<file path="config.mk">
export PLATFORM = sky130hd
export DESIGN_NAME = ss_frame_deser
export DESIGN_NICKNAME = d
export VERILOG_FILES = /design/src/rtl/ss_pkg.sv /design/src/rtl/ss_bit_collector.sv /design/src/rtl/ss_frame_deser.sv
export SDC_FILE = /design/constraint.sdc
export NUM_CORES = 1
export LEC_CHECK = 0
export ABC_AREA = 0
export CAP_MARGIN = 20
export CELL_PAD_IN_SITES_DETAIL_PLACEMENT = 0
export CELL_PAD_IN_SITES_GLOBAL_PLACEMENT = 1
export CORE_UTILIZATION = 47
export DETAILED_ROUTE_END_ITERATION = 10
export PLACE_DENSITY_LB_ADDON = 0.1
export SYNTH_ARGS = -nofsm -noshare
export SYNTH_HDL_FRONTEND = slang
export SYNTH_SLANG_ARGS = --single-unit
</file>
<file path="constraint.sdc">
create_clock -name clk -period 4 [get_ports clk]
set_input_delay 0.8 -clock clk [delete_from_list [all_inputs] [get_ports clk]]
set_output_delay 0.8 -clock clk [all_outputs]
set_load 0.05 [all_outputs]
</file>
<file path="src/rtl/ss_pkg.sv">
// Shared types and constants for the serial frame deserializer.
// The counter width is a function because it depends on the instantiating module's DATA_W.
package ss_pkg;

    typedef enum logic [1:0] {
        IDLE   = 2'd0,
        DATA   = 2'd1,
        PARITY = 2'd2,
        STOP   = 2'd3
    } state_e;

    localparam logic IDLE_LEVEL  = 1'b1;
    localparam logic START_LEVEL = 1'b0;

    function automatic int cnt_width(input int data_w);
        return (data_w > 2) ? $clog2(data_w) : 1;
    endfunction

endpackage

</file>
<file path="src/rtl/ss_bit_collector.sv">
// Data-bit collector: direction-selectable shift register, bit counter,
// last-bit flag and running XOR of the collected data bits.
module ss_bit_collector
    import ss_pkg::*;
#(
    parameter int DATA_W = 8
) (
    input  logic              clk,
    input  logic              rst_n,
    input  logic              clear_i,
    input  logic              shift_i,
    input  logic              msb_first_i,
    input  logic              bit_i,
    output logic [DATA_W-1:0] word_o,
    output logic              last_o,
    output logic              parity_o
);

    localparam int CNT_W = cnt_width(DATA_W);

    logic [DATA_W-1:0] shift_q, shift_d;
    logic [CNT_W-1:0]  cnt_q, cnt_d;
    logic              xor_q, xor_d;

    // Clear only resets the counter and parity; every data bit of the shift
    // register is overwritten before the word is used.
    always_comb begin
        shift_d = shift_q;
        cnt_d   = cnt_q;
        xor_d   = xor_q;
        if (clear_i) begin
            cnt_d = '0;
            xor_d = 1'b0;
        end else if (shift_i) begin
            if (msb_first_i) begin
                shift_d = {shift_q[DATA_W-2:0], bit_i};
            end else begin
                shift_d = {bit_i, shift_q[DATA_W-1:1]};
            end
            cnt_d = cnt_q + CNT_W'(1);
            xor_d = xor_q ^ bit_i;
        end
    end

    always_ff @(posedge clk or negedge rst_n) begin
        if (!rst_n) begin
            shift_q <= '0;
            cnt_q   <= '0;
            xor_q   <= 1'b0;
        end else begin
            shift_q <= shift_d;
            cnt_q   <= cnt_d;
            xor_q   <= xor_d;
        end
    end

    assign word_o   = shift_q;
    assign last_o   = (cnt_q == CNT_W'(DATA_W - 1));
    assign parity_o = xor_q;

endmodule

</file>
<file path="src/rtl/ss_frame_deser.sv">
// Frame deserializer: start bit, DATA_W data bits, optional even parity, stop bit,
// sampled only on bit_en cycles; reports the word plus parity/framing errors.
module ss_frame_deser
    import ss_pkg::*;
#(
    parameter int DATA_W     = 8,
    parameter bit PARITY_EN  = 1'b1,
    parameter bit ERR_STICKY = 1'b0
) (
    input  logic              clk,
    input  logic              rst_n,
    input  logic              ena,
    input  logic              serial_in,
    input  logic              bit_en,
    input  logic              msb_first,
    output logic [DATA_W-1:0] data_out,
    output logic              data_valid,
    output logic              parity_err,
    output logic              frame_err,
    output logic              busy
);

    state_e            state_q;
    logic              order_q;
    logic              perr_q;
    logic [DATA_W-1:0] data_q;
    logic              valid_q;
    logic              parity_err_q;
    logic              frame_err_q;

    logic [DATA_W-1:0] word;
    logic              last_bit;
    logic              data_xor;
    logic              start_seen;
    logic              clear_bits;
    logic              shift_bit;

    assign start_seen = ena && bit_en && (state_q == IDLE) && (serial_in == START_LEVEL);
    assign clear_bits = !ena || start_seen;
    assign shift_bit  = ena && bit_en && (state_q == DATA);

    ss_bit_collector #(
        .DATA_W (DATA_W)
    ) u_collector (
        .clk         (clk),
        .rst_n       (rst_n),
        .clear_i     (clear_bits),
        .shift_i     (shift_bit),
        .msb_first_i (order_q),
        .bit_i       (serial_in),
        .word_o      (word),
        .last_o      (last_bit),
        .parity_o    (data_xor)
    );

    // Pulses default low every cycle; sticky flags only change when a frame ends.
    always_ff @(posedge clk or negedge rst_n) begin
        if (!rst_n) begin
            state_q      <= IDLE;
            order_q      <= 1'b0;
            perr_q       <= 1'b0;
            data_q       <= '0;
            valid_q      <= 1'b0;
            parity_err_q <= 1'b0;
            frame_err_q  <= 1'b0;
        end else begin
            valid_q <= 1'b0;
            if (!ERR_STICKY) begin
                parity_err_q <= 1'b0;
                frame_err_q  <= 1'b0;
            end
            if (!ena) begin
                state_q <= IDLE;
            end else if (bit_en) begin
                case (state_q)
                    IDLE: begin
                        if (serial_in == START_LEVEL) begin
                            state_q <= DATA;
                            order_q <= msb_first;
                        end
                    end
                    DATA: begin
                        if (last_bit) begin
                            state_q <= PARITY_EN ? PARITY : STOP;
                        end
                    end
                    PARITY: begin
                        perr_q  <= data_xor ^ serial_in;
                        state_q <= STOP;
                    end
                    STOP: begin
                        state_q <= IDLE;
                        if (serial_in == IDLE_LEVEL) begin
                            data_q       <= word;
                            valid_q      <= 1'b1;
                            parity_err_q <= PARITY_EN && perr_q;
                            frame_err_q  <= 1'b0;
                        end else begin
                            frame_err_q <= 1'b1;
                        end
                    end
                    default: state_q <= IDLE;
                endcase
            end
        end
    end

    assign data_out   = data_q;
    assign data_valid = valid_q;
    assign parity_err = parity_err_q;
    assign frame_err  = frame_err_q;
    assign busy       = (state_q != IDLE);

endmodule

</file>
# Word-level counts from Yosys, hierarchy flattened
# Cells that the tools add are included.
dict set report op_classes {
  n_addsub 1
  multipliers 0
  div_mod_pow 0
  n_lt_le_gt_ge 0
  eq_ne 7
  n_shift 0
  mux 22
  n_bitwise 3
  n_reduce_logical 14
}
# operator count
set ops {}
lappend ops {{$mux 1} 14}
lappend ops {{$mux 2} 4}
lappend ops {{$mux 8} 1}
lappend ops {{$pmux 2 s4} 1}
lappend ops {{$reduce_and 4->1} 2}
lappend ops {{$mux 3} 2}
lappend ops {{$ne 3x3->1 const B} 2}
lappend ops {{$reduce_and 3->1} 2}
lappend ops {{$eq 2x2->1 const B} 2}
lappend ops {{$logic_and 1x1->1} 4}
lappend ops {{$reduce_bool 2->1} 2}
lappend ops {{$add 3x1->3 const B} 1}
lappend ops {{$eq 3x3->1 const B} 1}
lappend ops {{$eq 2x1->1 const B} 1}
lappend ops {{$logic_not 2->1} 1}
lappend ops {{$ne 2x1->1 const B} 1}
lappend ops {{$not 1->1} 2}
lappend ops {{$reduce_and 2->1} 1}
lappend ops {{$logic_not 1->1} 1}
lappend ops {{$logic_or 1x1->1} 1}
lappend ops {{$xor 1x1->1} 1}
dict set report totals {
  regBits 27
  latchBits 0
  ram_bits 0
  romBits 0
  inputBits 6
  output_inout_bits 12
  word_cells 57
  n_memories 0
}

# Logic depth before layout (Yosys ltp)
# Gate-level depths: netlist of run 1.
dict set report depth {
  ltp_word 6
  mapped_depth 6
  ltp_nobuf 5
}

# Modules after synthesis
# From an unflattened synthesis of run 1, not the netlist that was laid out.
dict set report hier_totals {
  hier_cells 100
  hier_area_um2 1352.5
}
# mod n_inst cells_per_inst area_each_um2 seq_area_each_um2
set by_module_without_submodules {}
lappend by_module_without_submodules {ss_frame_deser 1 57 703.2 375.4}
lappend by_module_without_submodules {ss_bit_collector 1 43 649.4 300.3}

# Least setup slack after synthesis of run 1
# OpenSTA, ideal clock, no wires.
dict set report synth_timing {
  path_type {register -> output}
  start {register state_q[0]}
  end {output port busy}
  t_arrival_ps 1021
  required_ps 3200
  path_slack_ps 2179
  path_stages_with_launch 4
  n_path_buf 0
  cell_sequence {dfrtp_1 -> inv_1 -> ha_1 -> inv_1}
}
dict set report synth_between {
  elab_chain_cells 1
}
# item line_no
set synth_rtl {}
lappend synth_rtl {{start: declaration} ss_frame_deser.sv:23} ;# state_e state_q;
lappend synth_rtl {{start signal: assignment} ss_frame_deser.sv:84} ;# state_q <= PARITY_EN ? PARITY : STOP;
lappend synth_rtl {{$reduce_bool 2->1} ss_frame_deser.sv:112} ;# assign busy = (state_q != IDLE);
lappend synth_rtl {{end: declaration} ss_frame_deser.sv:20} ;# output logic busy
# No other way between the ends.

# Worst setup path after layout of run 1
# Same ends and word-level chain as after synthesis.

==> results.ini, run 1 <==
[drt]
vias = 765
wl_mm = 2.07
drc = 0
dr.pass1.iters = 3
avgRoutedWirePerCell_um = 14.1
drtIter0Drc = 4
vias_per_cell = 5.20
antenna_left = 0

[synth]
ys_seq_area_frac = 0.506
synth_edf_count = 0
ys_warn_count = 0
synth_cells = 100
ys_types = 26
syn-num-nets = 113
ys_seq_elements = 27
synth-async-reset-ratio = 1.00
synth_flop_cell = dfrtp_1
syn_avg_cell_area_um2 = 13.4
syn_area_um2 = 1340

[timing]
fmax_mhz = 358
hold_viol_final = 0
slew_headroom = 0.668
tns_ns = 0
fin_crit_ns = 2.79
report.final.slew_viol_count = 0
period_share = 0.698
rsz0062_at_grt = false
worst_pin_slew_ns = 0.496
setup_viol = 0
clock-skew-final_ns = 0.00928

[die]
start_util = 0.515
placementRows = 18
die_area_um2 = 3060
die_w_um = 55.3
core_area_um2 = 2590
die_h_um = 55.3
ioPinCount = 18

[power_and_ir_drop]
switching_share = 0.292
ir_drop_uv = 262
powerDensity_nw_per_um2 = 365
p_int_mw = 0.398
p_leak_nw = 0.771
seqPwrFrac = 0.576
power_frac_comb = 0.205
power_frac_clock = 0.219
power.switching_mw = 0.164
report.power.total_mw = 0.563

[worst_hold_path]
holdPathStages = 2
hold_path.class = register to register

[final_layout]
fillCellCount = 208
areaGrowthSynthToFinish_pct = 15.7
fin_nets = 131
drive_gt1_frac = 0.291
n_antenna_cell = 0
final_common_cell = dfrtp_1
layout_common_cells = dfrtp_1, mux2_2, clkdlybuf4s50_1

[global_routing]
overflow = 0
grt_pass1_vias = 823
grt_pass1_wl_mm = 3.66
grtUsageTotal = 0.153
antenna_found_initial = 0
grt_max_degree = 28

[critical_path]
slowest_delay_ns = 0.79
cp.arrival_ns = 1.99
reg2reg_depth = 5
cp-endpoint = busy
cp-start-kind = register
cp-end-kind = output port
crit_type = register to output port
reg2reg_slack_ns = 2.30
slowest_stage = clkdlybuf4s50_1
r2r_start = state_q[0]$_DFFE_PN0P_
crit_start = state_q[0]$_DFFE_PN0P_
crit_chain = inv_1 -> ha_1 -> inv_1 -> clkdlybuf4s50_1
r2r-end = u_collector.word_o[0]$_DFFE_PN0P_
crit_top_cell = inv_1
crit_required_ns = 3.20
cp_max_fo = 4

[cts]
cts_resized = 0
hold_buffers = 0
cts_tree = done
cts_max_level = 1
clkLatencyLatePin_ns = 0.34
cts_sinks = 27
clock_path_buffers = 2
cts_buffers = 3
cts_setup_buffers = 0
cts_root_buffer = clkbuf_4
clk_pin_slew_ns = 0.14

[job]
cap_violations = 0

[placed_design]
place_congestion = 0.672
portBuffers = 17
hpwl_mm = 1.50

[status]
status = finished, final reports clean

-- cells in the mapped netlist (2+ instances only) --
master	number	area share
a22o_1	2	0.013
buf_6	2	0.017
buf_2	2	0.0075
ha_1	7	0.066
inv_1	6	0.017
mux2i_1	2	0.015
o21ai_0	2	0.0075
nor2_1	3	0.0084
nand3_1	2	0.0075
dfrtp_1	27	0.51
mux2_2	19	0.16
nand2_1	6	0.017
mux2_4	7	0.079
-- worst min path at each step --
stage	start	endpoint	slack [ns]
floorplan	perr_q$_DFFE_PN0P_	parity_err$_DFF_PN0_	0.46
global placement	perr_q$_DFFE_PN0P_	parity_err$_DFF_PN0_	0.47
detailed placement	perr_q$_DFFE_PN0P_	parity_err$_DFF_PN0_	0.48
CTS	perr_q$_DFFE_PN0P_	parity_err$_DFF_PN0_	0.51
global route	data_out[7]$_DFFE_PN0P_	data_out[7]$_DFFE_PN0P_	0.55
finish	perr_q$_DFFE_PN0P_	parity_err$_DFF_PN0_	0.51
-- worst max-delay path, delay by kind of cell, from the launching register on --
family | cells | cell delay, ns
flops | 1 | 0.42
buf+inv | 3 | 0.96
fa+ha+maj | 1 | 0.28
-- area by class of cell --
| cell class | count | area, um^2 | share of cell area |
|---|---|---|---|
| Timing Repair Buffer | 18 | 178 | 0.115 |
| Clock inverter | 1 | 7.51 | 0.00486 |
| Tap cell | 30 | 37.5 | 0.0243 |
| Multi-Input combinational cell | 62 | 601 | 0.389 |
| Sequential cell | 27 | 676 | 0.438 |
| Clock buffer | 3 | 22.5 | 0.0146 |
| Inverter | 6 | 22.5 | 0.0146 |
-- sequential cells by signal, summed over array words and instances, names as in the netlist --
register	flops
u_collector.parity_o	1
state_q	2
frame_err	1
order_q	1
u_collector.cnt_q	3
perr_q	1
parity_err	1
u_collector.word_o	8
data_out	8
data_valid	1
-- power by group through the flow --
stage / Combinational (mW) / Sequential [mW] / Clock [mW]
after floorplan: 0.0978 / 0.316 / 0
after global placement: 0.113 / 0.329 / 0
after detailed placement: 0.117 / 0.330 / 0
after CTS: 0.117 / 0.324 / 0.130
after global routing: 0.127 / 0.328 / 0.137
final: 0.116 / 0.324 / 0.123
-- cell families (layout without fill, tap and decap cells) --
logic type / Yosys count / after routing / share of synthesized area
multiplexers: 28 / 28 / 0.254
buffers and inverters: 11 / 28 / 0.0440
adder cells (fa/ha/maj): 7 / 7 / 0.0656
flip-flops: 27 / 27 / 0.506
AO/OA/AOI/OAI: 7 / 7 / 0.0356
AND/OR/NAND/NOR: 19 / 19 / 0.0881
XOR/XNOR: 1 / 1 / 0.00656
-- per-layer routing --
metal	track usage	share of wire	vias to the layer above
li1	-	-	377
met1	0.198	0.49	370
met2	0.251	0.47	13
met3	0.0234	0.026	5
met4	0.0750	0.020	0
met5	0	0	-
-- stage by stage --
step / cells / setup WS [ns] / cell area, um^2 / utilization / hold slack, ns
finish: 147 / 1.21 / 1540 / 0.596 / 0.507
global placement: 143 / 1.49 / 1510 / 0.585 / 0.472
global route: 147 / 1.14 / 1540 / 0.596 / 0.547
floorplan: 100 / 2.18 / 1340 / - / 0.460
CTS: 147 / 1.19 / 1540 / 0.596 / 0.512
detailed placement: 143 / 1.45 / 1510 / 0.585 / 0.478
No activity file was read; power rests on OpenSTA's default activity.
==> inputs of run 2 (changes only) <==
- CORE_UTILIZATION: 47 -> 39
- clock period: 4 -> 2.3 ns (I/O delays scaled with it)
==> run 2 against run 1 <==
Against the previous run:
- final cell count is 12% higher
- die area grew 20%
- combinational power up 73%
- routed wire length grew 0.68%
- sequential share of layout area fell by 1.0 points
- non-clock buffer count increased by 3
- flip-flop and latch count unchanged
- critical path depth is 3 lower
- count of clock-buffer cells in the layout is the same
- critical endpoint is now data_out[7]
==> results.ini, run 2 (synthesis gave the netlist of run 1 again) <==
[drt]
dr.pass1.iters = 4
avgRoutedWirePerCell_um = 12.7
vias = 790
wl_mm = 2.08
vias_per_cell = 4.82
drc = 0
antenna_left = 0
drtIter0Drc = 23

[cts]
cts_root_buffer = clkbuf_4
cts_tree = done
cts_max_level = 1
hold_buffers = 0
clkLatencyLatePin_ns = 0.33
cts_resized = 0
cts_buffers = 3
clock_path_buffers = 2
cts_setup_buffers = 0
clk_pin_slew_ns = 0.16
cts_sinks = 27

[power_and_ir_drop]
power.switching_mw = 0.286
ir_drop_uv = 236
report.power.total_mw = 0.979
p_int_mw = 0.692
power_frac_clock = 0.221
switching_share = 0.293
seqPwrFrac = 0.573
powerDensity_nw_per_um2 = 619
power_frac_comb = 0.206
p_leak_nw = 0.786

[timing]
hold_viol_final = 0
fmax_mhz = 507
rsz0062_at_grt = false
fin_crit_ns = 1.97
worst_pin_slew_ns = 0.501
setup_viol = 0
slew_headroom = 0.665
report.final.slew_viol_count = 0
tns_ns = 0
clock-skew-final_ns = 0.00830
period_share = 0.857

[final_layout]
seqCellArea_um2 = 676
areaGrowthSynthToFinish_pct = 18.5
fin_nets = 134
drive_gt1_frac = 0.317
n_antenna_cell = 0
fillCellCount = 304
multiInputGateArea_um2 = 601
layout_common_cells = dfrtp_1, mux2_2, clkdlybuf4s50_1
final_common_cell = dfrtp_1

[job]
cap_violations = 0

[placed_design]
place_congestion = 0.706
portBuffers = 17
hpwl_mm = 1.55

[critical_path]
cp.arrival_ns = 1.51
cp-start-kind = register
slowest_stage = clkdlybuf4s50_1
crit_type = register to output port
crit_buf_inv = 1
cp_max_fo = 2
crit_required_ns = 1.84
slowest_delay_ns = 0.80
crit_chain = clkdlybuf4s50_1
worst-path-stages = 1
cpLargestDelayFamily = buffers and inverters
reg2reg_depth = 5
cp-end-kind = output port

[die]
die_area_um2 = 3660
start_util = 0.423
die_w_um = 60.5
placementRows = 20
ioPinCount = 18
die_h_um = 60.5
core_area_um2 = 3150

[worst_hold_path]
hold_path.class = input pin to async pin

[global_routing]
antenna_found_initial = 0
overflow = 0
grt_max_degree = 28
grtUsageTotal = 0.139
grt_pass1_vias = 807
grt_pass1_wl_mm = 3.64

[status]
status = finished, final reports clean

run 2: cell types whose count changed in the layout (fill, tap and decap cells not counted), sizes merged:
cell	previous run	this run
buf	1	5
clkdlybuf4s50	17	16
run 2: layout make-up:
class | instances | area share
clock inverters | 1 | 0.00475
inverters | 6 | 0.0142
repair buffers | 21 | 0.125
flip-flops and latches | 27 | 0.427
clock buffers | 3 | 0.0142
multi-input cells | 62 | 0.380
well taps | 44 | 0.0348
run 2: final timing paths:
path / endpoint / slack (ns) / from
max reg2reg: u_collector.word_o[0]$_DFFE_PN0P_ / 0.62 / state_q[0]$_DFFE_PN0P_
min: u_collector.word_o[0]$_DFFE_PN0P_ / 0.47 / rst_n
min reg2reg: parity_err$_DFF_PN0_ / 0.51 / perr_q$_DFFE_PN0P_
max: data_out[7] / 0.33 / data_out[7]$_DFFE_PN0P_
max in group asynchronous: u_collector.cnt_q[0]$_DFFE_PN0P_ / 1.58 / rst_n
min in group clk: parity_err$_DFF_PN0_ / 0.51 / perr_q$_DFFE_PN0P_
run 2: power by group through the flow:
stage / Sequential (mW) / Clock [mW] / Combinational (mW)
global route: 0.570 / 0.241 / 0.223
global placement: 0.571 / 0 / 0.200
detailed placement: 0.572 / 0 / 0.203
finish: 0.561 / 0.217 / 0.201
floorplan: 0.550 / 0 / 0.170
CTS: 0.562 / 0.226 / 0.204
run 2: routing by layer:
metal  vias to the layer above  track usage  wire length, um
met4                         0       0.0682               15
li1                        387            -                -
met1                       391        0.188             1020
met5                         -            0                0
met2                        10        0.214              985
met3                         2       0.0277               63
run 2: per-stage QoR:
step | worst slack, ns | hold slack [ns] | utilization | cell area (um^2) | std cells
2_1_floorplan | 0.733 | 0.164 | - | 1340 | 100
3_3_place_gp | 0.305 | 0.474 | 0.492 | 1550 | 160
3_5_place_dp | 0.278 | 0.480 | 0.492 | 1550 | 160
4_1_cts | 0.310 | 0.478 | 0.502 | 1580 | 164
5_1_grt | 0.267 | 0.503 | 0.502 | 1580 | 164
6_report | 0.328 | 0.475 | 0.502 | 1580 | 164
==> inputs of run 3 (changes only) <==
- ABC_CLOCK_PERIOD_IN_PS: not set -> 2300
- CORE_ASPECT_RATIO: not set -> 0.7
==> run 3 against run 2 <==
Against the previous run:
- first-iteration DRC count down 26%
- global-route usage decreased by 0.39 points
- setup slack improved by 0.087 ns
- sequential power about the same
- critical path depth is the same
- via count rose by 0.63%
- clock skew down 0.0061 ns
- final cell count grew 0.61%
- die area increased by 0.11%
- cell area is 0.24% higher
- critical path type unchanged
- highest routed layer is now met3
==> results.ini, run 3 (synthesis gave the netlist of run 1 again) <==
[critical_path]
cp-start-kind = register
r2r_start = state_q[0]$_DFFE_PN0P_
reg2reg_slack_ns = 0.59
r2r-end = u_collector.word_o[0]$_DFFE_PN0P_
cp.arrival_ns = 1.43
cpLargestDelayFamily = buffers and inverters
cp-end-kind = output port
crit_chain = clkdlybuf4s50_1
cp_max_fo = 2
slowest_delay_ns = 0.80
crit_type = register to output port
slowest_stage = clkdlybuf4s50_1
crit_buf_inv = 1
crit_required_ns = 1.84
reg2reg_depth = 5

[timing]
fin_crit_ns = 1.89
fin_hold_ws_ns = 0.501
rsz0062_at_grt = false
hold_viol_final = 0
setup_viol = 0
fmax_mhz = 530
worst_pin_slew_ns = 0.500
report.final.slew_viol_count = 0
tns_ns = 0
slew_headroom = 0.666
period_share = 0.820
clock-skew-final_ns = 0.00220

[power_and_ir_drop]
ir_drop_uv = 310
p_leak_nw = 0.787
powerDensity_nw_per_um2 = 645
report.power.total_mw = 1.02

[cts]
cts_tree = done
cts_max_level = 1
cts_sinks = 27
cts_root_buffer = clkbuf_8
cts_buffers = 3
hold_buffers = 0
cts_setup_buffers = 0
clk_pin_slew_ns = 0.09
cts_resized = 0
clock_path_buffers = 2
clkLatencyLatePin_ns = 0.26

[die]
start_util = 0.416
ioPinCount = 18
die_h_um = 51.0
die_w_um = 71.9
die_area_um2 = 3660
core_area_um2 = 3210
placementRows = 17

[final_layout]
layout_common_cells = dfrtp_1, mux2_2, clkdlybuf4s50_1
final_common_cell = dfrtp_1
drive_gt1_frac = 0.297
areaGrowthSynthToFinish_pct = 18.7
fin_nets = 132
n_antenna_cell = 0

[worst_hold_path]
hp-start = perr_q$_DFFE_PN0P_
holdPathStages = 2
hold_end = parity_err$_DFF_PN0_
hold_path.class = register to register

[status]
status = finished, final reports clean

[job]
cap_violations = 0

[global_routing]
antenna_found_initial = 0
grt_max_degree = 28
grt_pass1_vias = 760
grtUsageTotal = 0.135
overflow = 0
grt_pass1_wl_mm = 3.68

[drt]
drtIter0Drc = 17
vias = 795
vias_per_cell = 4.82
drc = 0
avgRoutedWirePerCell_um = 13.0
wl_mm = 2.15
dr.pass1.iters = 3
antenna_left = 0

[placed_design]
hpwl_mm = 1.51
portBuffers = 17
place_congestion = 0.762

[run 3: cell types whose count changed in the layout (fill, tap and decap cells not counted)]
| cell | before | now |
|---|---|---|
| clkbuf_8 | 0 | 3 |
| clkbuf_1 | 0 | 1 |
| clkbuf_4 | 3 | 0 |
| buf_4 | 5 | 3 |
| clkinvlp_4 | 1 | 0 |
[run 3: tightest hold or removal path: stages (launching register included)]
cell and delay [ns]:
dfrtp_1 0.33, inv_1 0.05, nor2_1 0.09
[run 3: final cells by class]
type	count	area (um^2)
Fill cell	298	1630
Sequential cell	27	676
Multi-Input combinational cell	62	601
Tap cell	47	58.8
Clock buffer	4	45.0
Inverter	6	22.5
Timing Repair Buffer	19	183
[run 3: report_power, final]
group          internal, mW  leakage (nW)  total [mW]  switching [mW]
Combinational         0.109         0.396       0.199          0.0906
Clock                 0.124        0.0228       0.260           0.137
Sequential            0.517         0.368       0.563          0.0464
Total                 0.749         0.787        1.02           0.274
[run 3: worst max-delay path by stage]
stage	from	to	slack [ns]	cells past startpoint
after floorplan	state_q[0]$_DFFE_PN0P_	u_collector.word_o[1]$_DFFE_PN0P_	0.73	6
after global placement	ena	data_out[5]$_DFFE_PN0P_	0.23	3
after detailed placement	ena	data_out[0]$_DFFE_PN0P_	0.22	3
after CTS	data_out[0]$_DFFE_PN0P_	data_out[0]	0.40	1
after global routing	data_out[0]$_DFFE_PN0P_	data_out[0]	0.35	1
final	data_out[7]$_DFFE_PN0P_	data_out[7]	0.41	1
[run 3: layer usage]
layer / track usage / part of all wire
met4: 0.0196 / 0
met1: 0.184 / 0.54
met3: 0.0434 / 0.024
met2: 0.215 / 0.44
met5: 0 / 0
[run 3: stage by stage]
stage | area [um^2] | setup WS (ns) | utilization | std cells
final | 1590 | 0.415 | 0.494 | 165
after global routing | 1590 | 0.348 | 0.494 | 165
after CTS | 1590 | 0.398 | 0.494 | 165
after detailed placement | 1540 | 0.219 | 0.480 | 161
after global placement | 1540 | 0.231 | 0.480 | 161
after floorplan | 1340 | 0.733 | - | 100
